**src/rtl/normalizer_loader.sv**
```systemverilog
// DMA reader that streams packed 16-bit sample pairs through a 2-entry prefetch FIFO.
// Optional running min/max of pushed samples: define NORMALIZER_LOADER_MINMAX_EN.
module normalizer_loader #(
  parameter int ROW_WORDS = 128,
  parameter int ROW_SKIP  = 128
) (
  input  logic        clk,
  input  logic        rst,
  input  logic [31:0] start_addr,
  input  logic [31:0] stop_addr,
  input  logic        start,
  input  logic        stride_en,
  output logic [31:0] dma_addr,
  output logic        dma_read,
  input  logic [31:0] dma_readdata,
  input  logic        dma_rdy,
  output logic [15:0] spect_data_1,
  output logic [15:0] spect_data_2,
  output logic        spect_valid,
  input  logic        spect_rdy,
  output logic        busy,
  output logic        irq,
  output logic [15:0] max,
  output logic [15:0] min
);
  // Stream handshake: a pair moves when spect_valid & spect_rdy at a clock edge;
  // the head is held stable while spect_valid=1 and spect_rdy=0.
  typedef enum logic [1:0] {IDLE, RUN, DRAIN, DONE} state_t;

  state_t      state;
  logic [31:0] rd_addr;
  logic [31:0] row_cnt;
  logic        outstanding;
  logic [1:0]  stale;
  logic [1:0]  fill;
  logic [31:0] head;
  logic [31:0] tail;

  logic [31:0] iss_addr;
  logic [31:0] iss_cnt;
  logic [31:0] adv_addr;
  logic [31:0] adv_cnt;
  logic        row_wrap;
  logic        is_last;
  logic        issue;
  logic        rdy_old;
  logic        rdy_cur;
  logic        pop;

  // A start issues its first read immediately, so the walk starts from start_addr.
  always_comb begin
    iss_addr = start ? start_addr : rd_addr;
    iss_cnt  = start ? 32'd0 : row_cnt;
    row_wrap = stride_en && (iss_cnt == 32'(ROW_WORDS));
    adv_addr = iss_addr + (row_wrap ? 32'(ROW_SKIP) : 32'd4);
    adv_cnt  = row_wrap ? 32'd0 : iss_cnt + 32'd1;
    is_last  = (iss_addr >= stop_addr);
    issue    = (state == RUN) && !outstanding && (fill < 2'd2);
    rdy_old  = dma_rdy && (stale != 2'd0);
    rdy_cur  = dma_rdy && (stale == 2'd0) && outstanding;
    pop      = spect_valid && spect_rdy;
  end

  assign spect_data_1 = head[31:16];
  assign spect_data_2 = head[15:0];

  always_ff @(posedge clk) begin
    if (rst) begin
      state       <= IDLE;
      rd_addr     <= '0;
      row_cnt     <= '0;
      outstanding <= 1'b0;
      stale       <= '0;
      fill        <= '0;
      head        <= '0;
      tail        <= '0;
      dma_addr    <= '0;
      dma_read    <= 1'b0;
      spect_valid <= 1'b0;
      busy        <= 1'b0;
      irq         <= 1'b0;
    end else begin
      dma_read <= 1'b0;
      irq      <= 1'b0;
      if (start) begin
        // Completions of aborted reads still arrive in order; count them so they are discarded.
        stale       <= stale - {1'b0, rdy_old} + {1'b0, outstanding && !rdy_cur};
        fill        <= '0;
        spect_valid <= 1'b0;
        outstanding <= 1'b1;
        dma_read    <= 1'b1;
        dma_addr    <= iss_addr;
        rd_addr     <= adv_addr;
        row_cnt     <= adv_cnt;
        busy        <= 1'b1;
        state       <= is_last ? DRAIN : RUN;
      end else begin
        if (rdy_old) stale <= stale - 2'd1;
        if (rdy_cur) outstanding <= 1'b0;
        if (issue) begin
          outstanding <= 1'b1;
          dma_read    <= 1'b1;
          dma_addr    <= iss_addr;
          rd_addr     <= adv_addr;
          row_cnt     <= adv_cnt;
          if (is_last) state <= DRAIN;
        end
        case ({rdy_cur, pop})
          2'b10: begin
            if (fill == 2'd0) head <= dma_readdata;
            else tail <= dma_readdata;
            fill        <= fill + 2'd1;
            spect_valid <= 1'b1;
          end
          2'b01: begin
            head        <= tail;
            fill        <= fill - 2'd1;
            spect_valid <= (fill == 2'd2);
          end
          2'b11: begin
            if (fill == 2'd1) head <= dma_readdata;
            else begin
              head <= tail;
              tail <= dma_readdata;
            end
          end
          default: ;
        endcase
        case (state)
          DRAIN: if (fill == 2'd0 && !outstanding) begin
            state <= DONE;
            irq   <= 1'b1;
            busy  <= 1'b0;
          end
          DONE: state <= IDLE;
          default: ;
        endcase
      end
    end
  end

`ifdef NORMALIZER_LOADER_MINMAX_EN
  logic [15:0] pair_hi;
  logic [15:0] pair_lo;
  logic [15:0] pair_max;
  logic [15:0] pair_min;
  logic [15:0] max_n;
  logic [15:0] min_n;

  always_comb begin
    pair_hi  = dma_readdata[31:16];
    pair_lo  = dma_readdata[15:0];
    pair_max = (pair_hi > pair_lo) ? pair_hi : pair_lo;
    pair_min = (pair_hi < pair_lo) ? pair_hi : pair_lo;
    max_n    = (pair_max > max) ? pair_max : max;
    min_n    = (pair_min < min) ? pair_min : min;
  end

  always_ff @(posedge clk) begin
    if (rst) begin
      max <= '0;
      min <= '0;
    end else if (start) begin
      max <= 16'h0000;
      min <= 16'hFFFF;
    end else if (rdy_cur) begin
      max <= max_n;
      min <= min_n;
    end
  end
`else
  assign max = '0;
  assign min = '0;
`endif

endmodule

```
**config.mk**
```make
export PLATFORM = sky130hd
export DESIGN_NAME = normalizer_loader
export DESIGN_NICKNAME = d
export VERILOG_FILES = /design/src/rtl/normalizer_loader.sv
export SDC_FILE = /design/constraint.sdc
export NUM_CORES = 1
export LEC_CHECK = 0
export BUFFER_PORTS_ARGS = -buffer_cell sky130_fd_sc_hd__clkbuf_2
export CAP_MARGIN = 20
export CORE_MARGIN = 5
export CORE_UTILIZATION = 40
export CTS_CLUSTER_DIAMETER = 150
export DETAILED_ROUTE_END_ITERATION = 16
export SYNTH_ARGS = -nofsm -noshare
export SYNTH_HDL_FRONTEND = slang
export SYNTH_SLANG_ARGS = --single-unit
```
**constraint.sdc**
```tcl
create_clock -name clk -period 9.1 [get_ports clk]
set_input_delay 1.365 -clock clk [delete_from_list [all_inputs] [get_ports clk]]
set_output_delay 1.365 -clock clk [all_outputs]
set_load 0.03 [all_outputs]
```
## Word level (Yosys, flattened, before mapping)

Index checks and enable logic that the tools add are counted.

- $lt $le $gt $ge: 2
- Bitwise gates (word level): 2
- Reductions and logical operators: 27
- Add/subtract/negate cells: 7
- Equality and inequality tests: 12
- Multiplexer cells: 35

Operators with widths:

| operator | count |
|---|---|
| $mux W32 | 13 |
| $pmux W32 S3 | 1 |
| $pmux W32 S2 | 1 |
| $add A32 B1 Y32 const B | 1 |
| $add A32 B8 Y32 | 1 |
| $eq A32 B8 Y1 const B | 1 |
| $ge A32 B32 Y1 | 1 |
| $mux W2 | 7 |
| $reduce_bool A2 Y1 | 7 |
| $eq A2 B2 Y1 const B | 5 |
| $logic_and A1 B1 Y1 | 9 |
| $mux W1 | 9 |
| $mux W8 | 1 |
| $pmux W2 S2 | 2 |
| $eq A2 B1 Y1 const B | 3 |
| $ne A2 B2 Y1 const B | 3 |
| $reduce_bool A3 Y1 | 2 |
| $logic_not A2 Y1 | 2 |
| $reduce_and A4 Y1 | 1 |
| $sub A2 B1 Y2 const B | 2 |
| $reduce_and A3 Y1 | 1 |
| $reduce_or A3 Y1 | 1 |
| $add A2 B1 Y2 | 1 |
| $add A2 B1 Y2 const B | 1 |
| other kinds (7) | 9 |

- Flip-flop bits (word level): 171
- Word-level logic and storage cells: 98

## Longest topological paths before layout

Gate-level depths: netlist of run 1.

- Word-level depth: 7
- Gate-level depth with buffers: 20
- Gate-level depth less buffers: 15

## Least setup slack after synthesis of run 1

No wires, ideal clock.

- Kind: input to register
- Start point: input port start
- End point: register rd_addr[14]
- Stages: 20
- Path buffers: 5
- Setup time: 0.117 ns
- Required time: 8.983 ns
- Data arrival time: 4.759 ns
- Setup slack: 4.224 ns
- Path through: buf_4 buf_4 buf_6 inv_1 clkbuf_1 nand2_1 ha_1 nor4b_1 nand4_1 nor4_4 inv_2 buf_6 ha_1 ha_1 inv_1 a211oi_1 nor2_1 a211o_1 o31ai_1 a32o_1

- Word-level cells in the longest chain between the ends: 7

RTL lines:

| element | line | source |
|---|---|---|
| from (decl) | 11 | `input logic start,` |
| $mux W32 | 53 | `iss_cnt = start ? 32'd0 : row_cnt;` |
| $eq A32 B8 Y1 | 54 | `row_wrap = stride_en && (iss_cnt == 32'(ROW_WORDS));` |
| $logic_and A1 B1 Y1 | 54 |  |
| $mux W8 | 55 | `adv_addr = iss_addr + (row_wrap ? 32'(ROW_SKIP) : 32'd4);` |
| $add A32 B8 Y32 | 55 |  |
| $mux W32 | 100 | `if (issue) begin` |
| $mux W32 | 85 | `if (start) begin` |
| to (signal assigned) | 93 | `rd_addr <= adv_addr;` |
| to (signal assigned) | 104 | `rd_addr <= adv_addr;` |
| to (decl) | 31 | `logic [31:0] rd_addr;` |

Several ways; a longest one is shown, not always the timed one. The select of a mux whose other input is x is not followed.
A chain may end at the register's enable or synchronous reset.

## Worst setup path after layout of run 1

Same ends and word-level chain as after synthesis.

==> results of run 1 <==
-- worst max path at each step --
stage | depth (start not counted) | endpoint
after floorplan | 20 | rd_addr[14]$_SDFFE_PP0P_
after global placement | 16 | rd_addr[14]$_SDFFE_PP0P_
after detailed placement | 16 | rd_addr[14]$_SDFFE_PP0P_
after CTS | 16 | rd_addr[14]$_SDFFE_PP0P_
after global routing | 16 | rd_addr[14]$_SDFFE_PP0P_
final | 16 | rd_addr[14]$_SDFFE_PP0P_
-- where the power goes --
part / internal [mW] / switching (mW) / total, mW / leakage, nW
Sequential: 0.792 / 0.0314 / 0.823 / 1.38
Clock: 0.400 / 0.364 / 0.764 / 0.300
Combinational: 0.136 / 0.272 / 0.408 / 2.85
Total: 1.33 / 0.667 / 1.99 / 4.53
-- registers in the layout (all words and copies together), names as in the netlist, named ones only --
signal and cells:
row_cnt 32, dma_read 1, outstanding 1, busy 1
tail 32, state 1, dma_addr 32, spect_valid 1
stale 2, rd_addr 30, head 32, irq 1
fill 2
-- cell usage after synthesis (all sizes together) (5+ instances only) --
| cell type | instances |
|---|---|
| o31ai | 5 |
| nor2 | 117 |
| mux2 | 5 |
| nor3 | 16 |
| o21ai | 28 |
| a32o | 5 |
| nor4 | 13 |
| clkbuf | 46 |
| nand4 | 21 |
| ha | 47 |
| dfxtp | 169 |
| a21oi | 91 |
| mux2i | 28 |
| nand4b | 5 |
| nand3 | 41 |
| a31oi | 6 |
| xnor2 | 21 |
| and2 | 6 |
| a22oi | 34 |
| nand3b | 8 |
| or3 | 9 |
| o211ai | 6 |
| a22o | 6 |
| a211oi | 64 |
| nand2 | 154 |
| inv | 77 |
| or4 | 8 |
| buf | 51 |
-- cell type report --
type                    instances  area [sq um]  share of cell area
well taps                     285           357              0.0334
clock inverters                15           201              0.0189
flip-flops and latches        169          3380               0.317
repair buffers                181           961              0.0901
inverters                      77           289              0.0271
clock buffers                  17           425              0.0399
multi-input cells             828          5040               0.473
-- critical path, stage by stage --
cell	delay, ns
buf_4	0.39
inv_1	0.14
nand2_1	0.13
ha_1	0.15
nor4b_1	0.24
nand4_1	0.19
nor4_4	0.61
inv_2	0.24
ha_1	0.30
ha_1	0.21
inv_1	0.08
a211oi_1	0.07
nor2_1	0.54
a211o_1	0.23
o31ai_1	0.07
a32o_1	0.28
-- per-stage QoR --
| step | cells | worst slack (ns) |
|---|---|---|
| floorplan | 1171 | 4.22 |
| global placement | 1539 | 3.92 |
| detailed placement | 1539 | 3.81 |
| CTS | 1571 | 4.23 |
| global route | 1572 | 3.83 |
| finish | 1572 | 4.17 |
-- kinds of logic after synthesis --
group	count (synthesis)
compound gates	271
xor+xnor	23
fa+ha+maj	47
buf+inv	174
flops	169
mux	33
other cells	1
simple gates	422
-- routing by layer --
metal	routed length [microns]	up-vias	share of wire
li1	-	4233	-
met4	367	0	0.014
met2	11900	278	0.46
met3	1460	26	0.057
met1	12100	3897	0.47
met5	0	-	0
==> results by group, run 1 <==
Route
  – Post-route ant nets: 0
  – DR vias: between 8000 and 9000
  – DRC: 0
  – Initial drt markers: 689
  – Via density: between 5 and 6
  – Routed wire length: 25.8 mm
  – DR WL/cell: about 16 microns
  – Pre-antenna DRT Iters: 5

Clock tree
  – # resized after CTS: 0
  – Clock-pin transition on the worst setup and hold timing paths: 0.08 ns
  – Clock Tree Root: clkbuf_16
  – H-tree levels: 4
  – CTS tree: built
  – CTS buffer count: 17
  – Post-CTS Hold Fix Bufs: 0
  – Worst-Skew Late Latency: 0.44 ns
  – Clock buffer depth: 2
  – CTS sink cnt: roughly 170
  – Setup bufs post-CTS: 0

Worst setup path
  – Worst Path Required: around 9.4 ns
  – Setup CP Type: input pin to flop
  – CP startpoint: start
  – Worst R2R End: rd_addr[14]$_SDFFE_PP0P_
  – Reg2reg setup slack: around 5.2 ns
  – CP Launch Type: input pin
  – R2r worst-path depth: 12
  – CP Capture Type: flop
  – Worst EP arrival: 5.27 ns
  – Worst-path maximum fanout: 34
  – Worst r2r src: row_cnt[11]$_SDFFE_PP0P_

Logic synthesis
  – Synth Area in Adders: 0.0645
  – Sequential area share after synthesis: 0.371
  – Main synth FF type: dfxtp_1
  – Number of flops mapped to enable cells by yosys: 0
  – Largest family of logic cells by synthesized area: simple AND/OR/NAND/NOR gates
  – #FFs+latches synth: 169
  – Synth top area cells: dfxtp_1 (37%), ha_1 (6.4%), nand2_1 (6.3%)
  – Netlist cell types: 67
  – Mapped Avg Cell Area: 8.00 sq um
  – Post-Syn Instances: about 1100
  – Yosys warns: 0
  – Synth top area share: 0.371
  – Synthesized area: 9120 sq um
  – Post-Synth Simple-Gate Area: 0.218
  – Cell taking the most area after synthesis: dfxtp_1
  – Async SR Flop Fraction: 0
  – Mux cell area share after synthesis: 0.0369
  – Xor and xnor area share after synthesis: 0.0221
  – Compound-gate portion of the synthesized area: 0.197

Floorplan
  – Die height: about 160 microns
  – Area of the die: ~26000 sq um
  – Die width: ~160 microns
  – Rows: 55
  – Starting Density: 0.404
  – Io pins: ~200
  – Area of the core: around 23000 sq um

Cells and area
  – N_diodes: 0
  – Area Overhead vs Synth: 16.9%
  – Most common cell after layout, fill and taps aside: dfxtp_1
  – Share of layout cells above drive strength 1: 0.184
  – Commonest non-fill, non-tap cells in the layout: dfxtp_1 (169), clkbuf_2 (167), nand2_1 (153)
  – Post-Layout Inst Area: roughly 11000 sq um
  – Finished Core Util: 0.472
  – Final #Nets: around 1400
  – Filler cells: between 2000 and 2500

Global route
  – Largest net degree at the start of global routing: between 80 and 90
  – GR Util met3: 0.0299
  – Vias in the first global route: about 7900
  – Antenna violations before repair: 0
  – First-pass GRT wire length: about 42 mm
  – GRT overflow: 0
  – Met1 usage: 0.275
  – Most Crowded Layer GR: met2
  – Global Route Usage Sum: 0.195
  – Met2 Use GR: 0.314

Status
  – Status: finished clean

Timing
  – Final worst-path cycle share: 0.542
  – Clock skew: 0.0215 ns
  – Hold slack: ~0.45 ns
  – Sum of negative setup slack: 0 ns
  – Final Max Tran Viols: 0
  – Fin crit period: between 4 and 5 ns
  – Final setup violation count: 0
  – Max Freq: around 0.20 GHz
  – Worst rel slew slack: 0.373
  – RSZ-0062 raised after global routing: no
  – Actual slew at the worst max-slew pin: 0.939 ns
  – Final Hold Viols: 0

Place
  – DP Area: 10000 sq um
  – Placer Congestion: approximately 0.83
  – Port bufs: roughly 170
  – DP HPWL: between 15 and 20 mm

Worst hold path
  – Min-Delay Endpoint: rd_addr[2]$_SDFFE_PP0P_
  – WHS Path Cells: 2
  – Hold_sp: rd_addr[2]$_SDFFE_PP0P_
  – HP Class: flop to flop

Pwr
  – Pwr Density: 187 nW/um^2
  – Maximum vdd drop: between 0.1 and 0.15 mV
  – Leakage: roughly 4.5 nW
  – Overall power: 1.99 mW

Flow run
  – Max-Cap Viols: 0
Note: power is estimated with default switching activity, not from simulation.
==> inputs of run 2 (changes only) <==
- clock period: 9.1 -> 4.66 ns (I/O delays scaled with it)
==> run 2 against run 1 <==
Against the previous run: critical path depth is 2 lower; wire length is 1.9% higher; highest routed layer unchanged; global-route usage is 0.33 points higher; largest power group unchanged.
==> results by group, run 2 (same netlist as run 1, synthesis figures left out) <==
Worst setup path
  – CP cell instances: buf_4, inv_1, nand2_1, ha_1, nor4b_1, nand4_1, nor4_4, inv_2, ha_1, nand4b_1, a22oi_1, nor2_1, nor2_1, a2111oi_0
  – Worst EP arrival: 3.80 ns
  – Critical Path Stages: 14
  – R2r worst-path depth: 10
  – CP Capture Type: flop
  – CP peak stage delay: ~0.53 ns
  – CP Launch Type: input pin
  – Worst-path maximum fanout: 11
  – Setup CP Type: input pin to flop
  – Worst Path Required: around 5 ns
  – Critical-path top delay cell: nor2_1
  – Buffers and inverters on the worst path: 3
  – Crit-path leading delay family: simple AND/OR/NAND/NOR gates

Cells and area
  – N_diodes: 0
  – Filler cells: 2249
  – Share of layout cells above drive strength 1: 0.189
  – Filler-free cell count of the finished design: about 1600
  – Final #Nets: about 1400
  – Post-Layout Inst Area: around 11000 sq um
  – Most common cell after layout, fill and taps aside: dfxtp_1
  – Commonest non-fill, non-tap cells in the layout: dfxtp_1 (169), clkbuf_2 (167), nand2_1 (153)
  – Area Overhead vs Synth: 17.2%

Pwr
  – Pwr Density: between 300 and 400 nW/um^2
  – Overall power: about 3.9 mW
  – Maximum vdd drop: slightly above 0.2 mV
  – Leakage: approximately 4.6 nW

Global route
  – Antenna violations before repair: 0
  – Largest net degree at the start of global routing: 82
  – First-pass GRT wire length: between 40 and 50 mm
  – Global Route Usage Sum: 0.199
  – GRT overflow: 0
  – Vias in the first global route: 7910

Place
  – Port bufs: 169
  – DP HPWL: 18.7 mm
  – DP Area: 10100 sq um
  – Placer Congestion: ~0.85
  – Cells after DPL: 1547

Timing
  – Clock skew: between 0.01 and 0.015 ns
  – Final worst-path cycle share: 0.747
  – Final Hold Viols: 0
  – Actual slew at the worst max-slew pin: 0.947 ns
  – Final setup violation count: 0
  – Worst rel slew slack: 0.367
  – Max Freq: 0.287 GHz
  – RSZ-0062 raised after global routing: no
  – Fin crit period: approximately 3.5 ns
  – Final Max Tran Viols: 0
  – Sum of negative setup slack: 0 ns

Route
  – DR vias: 8479
  – DRC: 0
  – Initial drt markers: roughly 660
  – Pre-antenna DRT Iters: 5
  – Post-route ant nets: 0
  – DR WL/cell: 16.6 microns
  – Via density: approximately 5.4
  – Routed wire length: about 26 mm

Worst hold path
  – HP Class: flop to flop
  – WHS Path Cells: 2

Floorplan
  – Rows: 55
  – Die width: between 150 and 200 microns
  – Die height: approximately 160 microns
  – Io pins: 202
  – Starting Density: 0.404
  – Area of the core: ~23000 sq um
  – Area of the die: between 20000 and 30000 sq um

Flow run
  – Max-Cap Viols: 0

Clock tree
  – Clock Tree Root: clkbuf_16
  – Setup bufs post-CTS: 0
  – H-tree levels: 4
  – Clock buffer depth: 2
  – Post-CTS Hold Fix Bufs: 0
  – CTS tree: built
  – CTS buffer count: 17
  – Worst-Skew Late Latency: ~0.44 ns
  – # resized after CTS: 0
  – Clock-pin transition on the worst setup and hold timing paths: approximately 0.080 ns
  – CTS sink cnt: 169

Status
  – Status: finished clean
[run 2: cell count changes in the layout (fill, tap and decap cells not counted), sizes merged]
cell,before,now
clkinvlp,1,0
inv,84,86
buf,14,22
clkinv,6,5
clkbuf,184,185
[run 2: power breakdown]
| part | leakage [nW] | switching (mW) | internal (mW) |
|---|---|---|---|
| clock | 0.296 | 0.685 | 0.770 |
| sequential | 1.38 | 0.0620 | 1.55 |
| combinational | 2.88 | 0.533 | 0.269 |
[run 2: path summary, 6_finish.rpt]
kind                                                from                 endpoint  slack [ns]
worst max register to register  row_cnt[11]$_SDFFE_PP0P_  rd_addr[9]$_SDFFE_PP0P_        1.25
worst min register to register   rd_addr[2]$_SDFFE_PP0P_  rd_addr[2]$_SDFFE_PP0P_        0.45
worst min-delay path             rd_addr[2]$_SDFFE_PP0P_  rd_addr[2]$_SDFFE_PP0P_        0.45
worst max-delay path                               start  rd_addr[9]$_SDFFE_PP0P_        1.18
[run 2: final cells by class]
class	count	area, sq um	area share
clock buffers	17	425	0.0398
flip-flops and latches	169	3380	0.317
multi-input cells	828	5040	0.472
clock inverters	15	174	0.0163
inverters	77	289	0.0270
repair buffers	190	1020	0.0951
well taps	285	357	0.0334
[run 2: metrics by stage]
step | utilization | hold WS [ns] | setup WS, ns
after floorplan | - | 0.417 | 0.450
final | 0.473 | 0.451 | 1.18
after detailed placement | 0.446 | 0.445 | 0.732
after global routing | 0.473 | 0.470 | 0.795
after CTS | 0.472 | 0.454 | 1.17
after global placement | 0.446 | 0.437 | 0.769
[run 2: layer usage]
metal  vias to the layer above  global-route usage  share of wire
met1                      3934               0.274           0.46
met5                         -                   0              0
met4                         0              0.0551          0.015
met2                       260               0.323           0.47
met3                        26              0.0337          0.058
li1                       4259                   -              -
[run 2: worst reg2reg max path, stage by stage (launching register included)]
cell       delay [ns]
dfxtp_1          0.34
or4_1            0.51
or3_4            0.35
nor4_4           0.35
inv_2            0.19
ha_1             0.26
nand4b_1         0.13
a22oi_1          0.11
nor2_1           0.53
nor2_1           0.11
a2111oi_0        0.41
==> inputs of run 3 (changes only) <==
- clock period: 4.66 -> 3.6 ns (I/O delays scaled with it)
==> run 3 against run 2 <==
Against the previous run: via count increased by 2.1%; clock skew decreased by 0.0027 ns; sequential cell count unchanged; first-iteration DRC count decreased by 8.2%; die area unchanged.
==> results by group, run 3 (same netlist as run 1, synthesis figures left out) <==
Place
  – Cells after DPL: around 1600
  – DP HPWL: between 15 and 20 mm
  – Port bufs: about 170
  – Placer Congestion: around 0.86

Cells and area
  – Commonest non-fill, non-tap cells in the layout: dfxtp_1 (169), clkbuf_2 (167), nand2_1 (152)
  – Final #Nets: between 1000 and 1500
  – Most common cell after layout, fill and taps aside: dfxtp_1
  – Share of layout cells above drive strength 1: 0.219
  – Area Overhead vs Synth: 20.8%
  – Filler-free cell count of the finished design: about 1600

Floorplan
  – Die width: approximately 160 microns
  – Io pins: between 200 and 250
  – Area of the core: roughly 23000 sq um
  – Rows: between 50 and 60
  – Die height: ~160 microns
  – Area of the die: 25900 sq um
  – Starting Density: 0.404

Pwr
  – Leakage: 4.75 nW
  – Maximum vdd drop: 0.313 mV
  – Pwr Density: between 400 and 500 nW/um^2

Status
  – Status: finished clean

Clock tree
  – CTS buffer count: 17
  – Clock-pin transition on the worst setup and hold timing paths: 0.08 ns
  – Clock Tree Root: clkbuf_16
  – Worst-Skew Late Latency: roughly 0.44 ns
  – # resized after CTS: 0
  – H-tree levels: 4
  – Post-CTS Hold Fix Bufs: 0
  – CTS sink cnt: roughly 170
  – CTS tree: built
  – Clock buffer depth: 2
  – Setup bufs post-CTS: 0

Timing
  – Final Max Tran Viols: 0
  – Worst rel slew slack: 0.402
  – Final Hold Viols: 0
  – Final worst-path cycle share: 0.949
  – Fin crit period: between 3 and 4 ns
  – RSZ-0062 raised after global routing: yes
  – Max Freq: 0.293 GHz
  – Clock skew: approximately 0.011 ns
  – Final setup violation count: 0
  – Sum of negative setup slack: 0 ns
  – Actual slew at the worst max-slew pin: around 0.9 ns

Flow run
  – Max-Cap Viols: 0

Global route
  – Largest net degree at the start of global routing: between 80 and 90
  – Antenna violations before repair: 1
  – GRT overflow: 0
  – Global Route Usage Sum: 0.203
  – First-pass GRT wire length: between 40 and 50 mm
  – Vias in the first global route: 8323

Route
  – DR WL met3: approximately 1.3 mm
  – Routed wire length: 26.8 mm
  – DR vias: 8661
  – Pre-antenna DRT Iters: 4
  – Post-route ant nets: 0
  – Initial drt markers: around 600
  – DRC: 0
  – Via density: ~5.3
  – DR WL/cell: around 17 microns
  – DR WL met2: roughly 12 mm
  – Top Metal Used: met4
  – Met1 wire length: around 12 mm

Worst setup path
  – Worst EP arrival: 3.71 ns
  – Worst-path maximum fanout: 6
  – Setup CP Type: flop to flop
  – CP Launch Type: flop
  – CP Capture Type: flop
  – Worst Path Required: 3.89 ns

Worst hold path
  – HP Class: input pin to flop
-- run 3: final timing paths --
check / start / end / slack [ns] / cells past startpoint
hold reg to reg: tail[9]$_SDFFE_PP0P_ / tail[9]$_SDFFE_PP0P_ / 0.45 / 2
hold / removal: dma_readdata[4] / tail[4]$_SDFFE_PP0P_ / 0.33 / 3
setup reg to reg: row_cnt[11]$_SDFFE_PP0P_ / rd_addr[22]$_SDFFE_PP0P_ / 0.18 / 12
setup / recovery: row_cnt[11]$_SDFFE_PP0P_ / rd_addr[22]$_SDFFE_PP0P_ / 0.18 / 12
-- run 3: area by class of cell --
cell class | instances | area [sq um]
antenna | 1 | 2.50
sequential | 169 | 3380
tap | 285 | 357
timing repair buffer | 230 | 1320
inverter | 77 | 292
clock inverter | 15 | 155
multi-input combinational | 828 | 5080
clock buffer | 17 | 425
fill | 2288 | 11600
-- run 3: power by group --
part / internal [mW] / total [mW] / switching, mW / leakage, nW
registers: 2.00 / 2.08 / 0.0831 / 1.38
logic: 0.378 / 1.08 / 0.697 / 3.09
clock network: 0.926 / 1.81 / 0.881 / 0.276
-- run 3: metal layers --
| layer | up-vias | global-route usage |
|---|---|---|
| met3 | 61 | 0.0380 |
| met2 | 243 | 0.322 |
| met1 | 4018 | 0.273 |
| li1 | 4339 | - |
| met5 | - | 0 |
| met4 | 0 | 0.0826 |
-- run 3: through the flow --
step / cell area (sq um) / util / setup slack [ns] / power (mW) / hold slack (ns)
6_report: 11000 / 0.488 / 0.183 / 4.97 / 0.334
5_1_grt: 11000 / 0.488 / -0.000584 / 5.22 / 0.329
4_1_cts: 11000 / 0.488 / 0.159 / 5.02 / 0.316
3_5_place_dp: 10400 / 0.462 / 0.0823 / 3.20 / 0.445
3_3_place_gp: 10400 / 0.462 / 0.0849 / 3.18 / 0.431
2_1_floorplan: 9300 / - / -0.171 / 2.88 / 0.417
-- run 3: critical path, cell delays in order, from the launching register on --
cell	delay (ns)
dfxtp_1	0.33
or4_1	0.54
or3_4	0.36
nor4_4	0.32
buf_4	0.17
ha_1	0.16
nand4b_1	0.17
a211oi_2	0.32
o211ai_1	0.16
buf_4	0.20
or4_1	0.39
nand3_1	0.09
a21oi_1	0.06
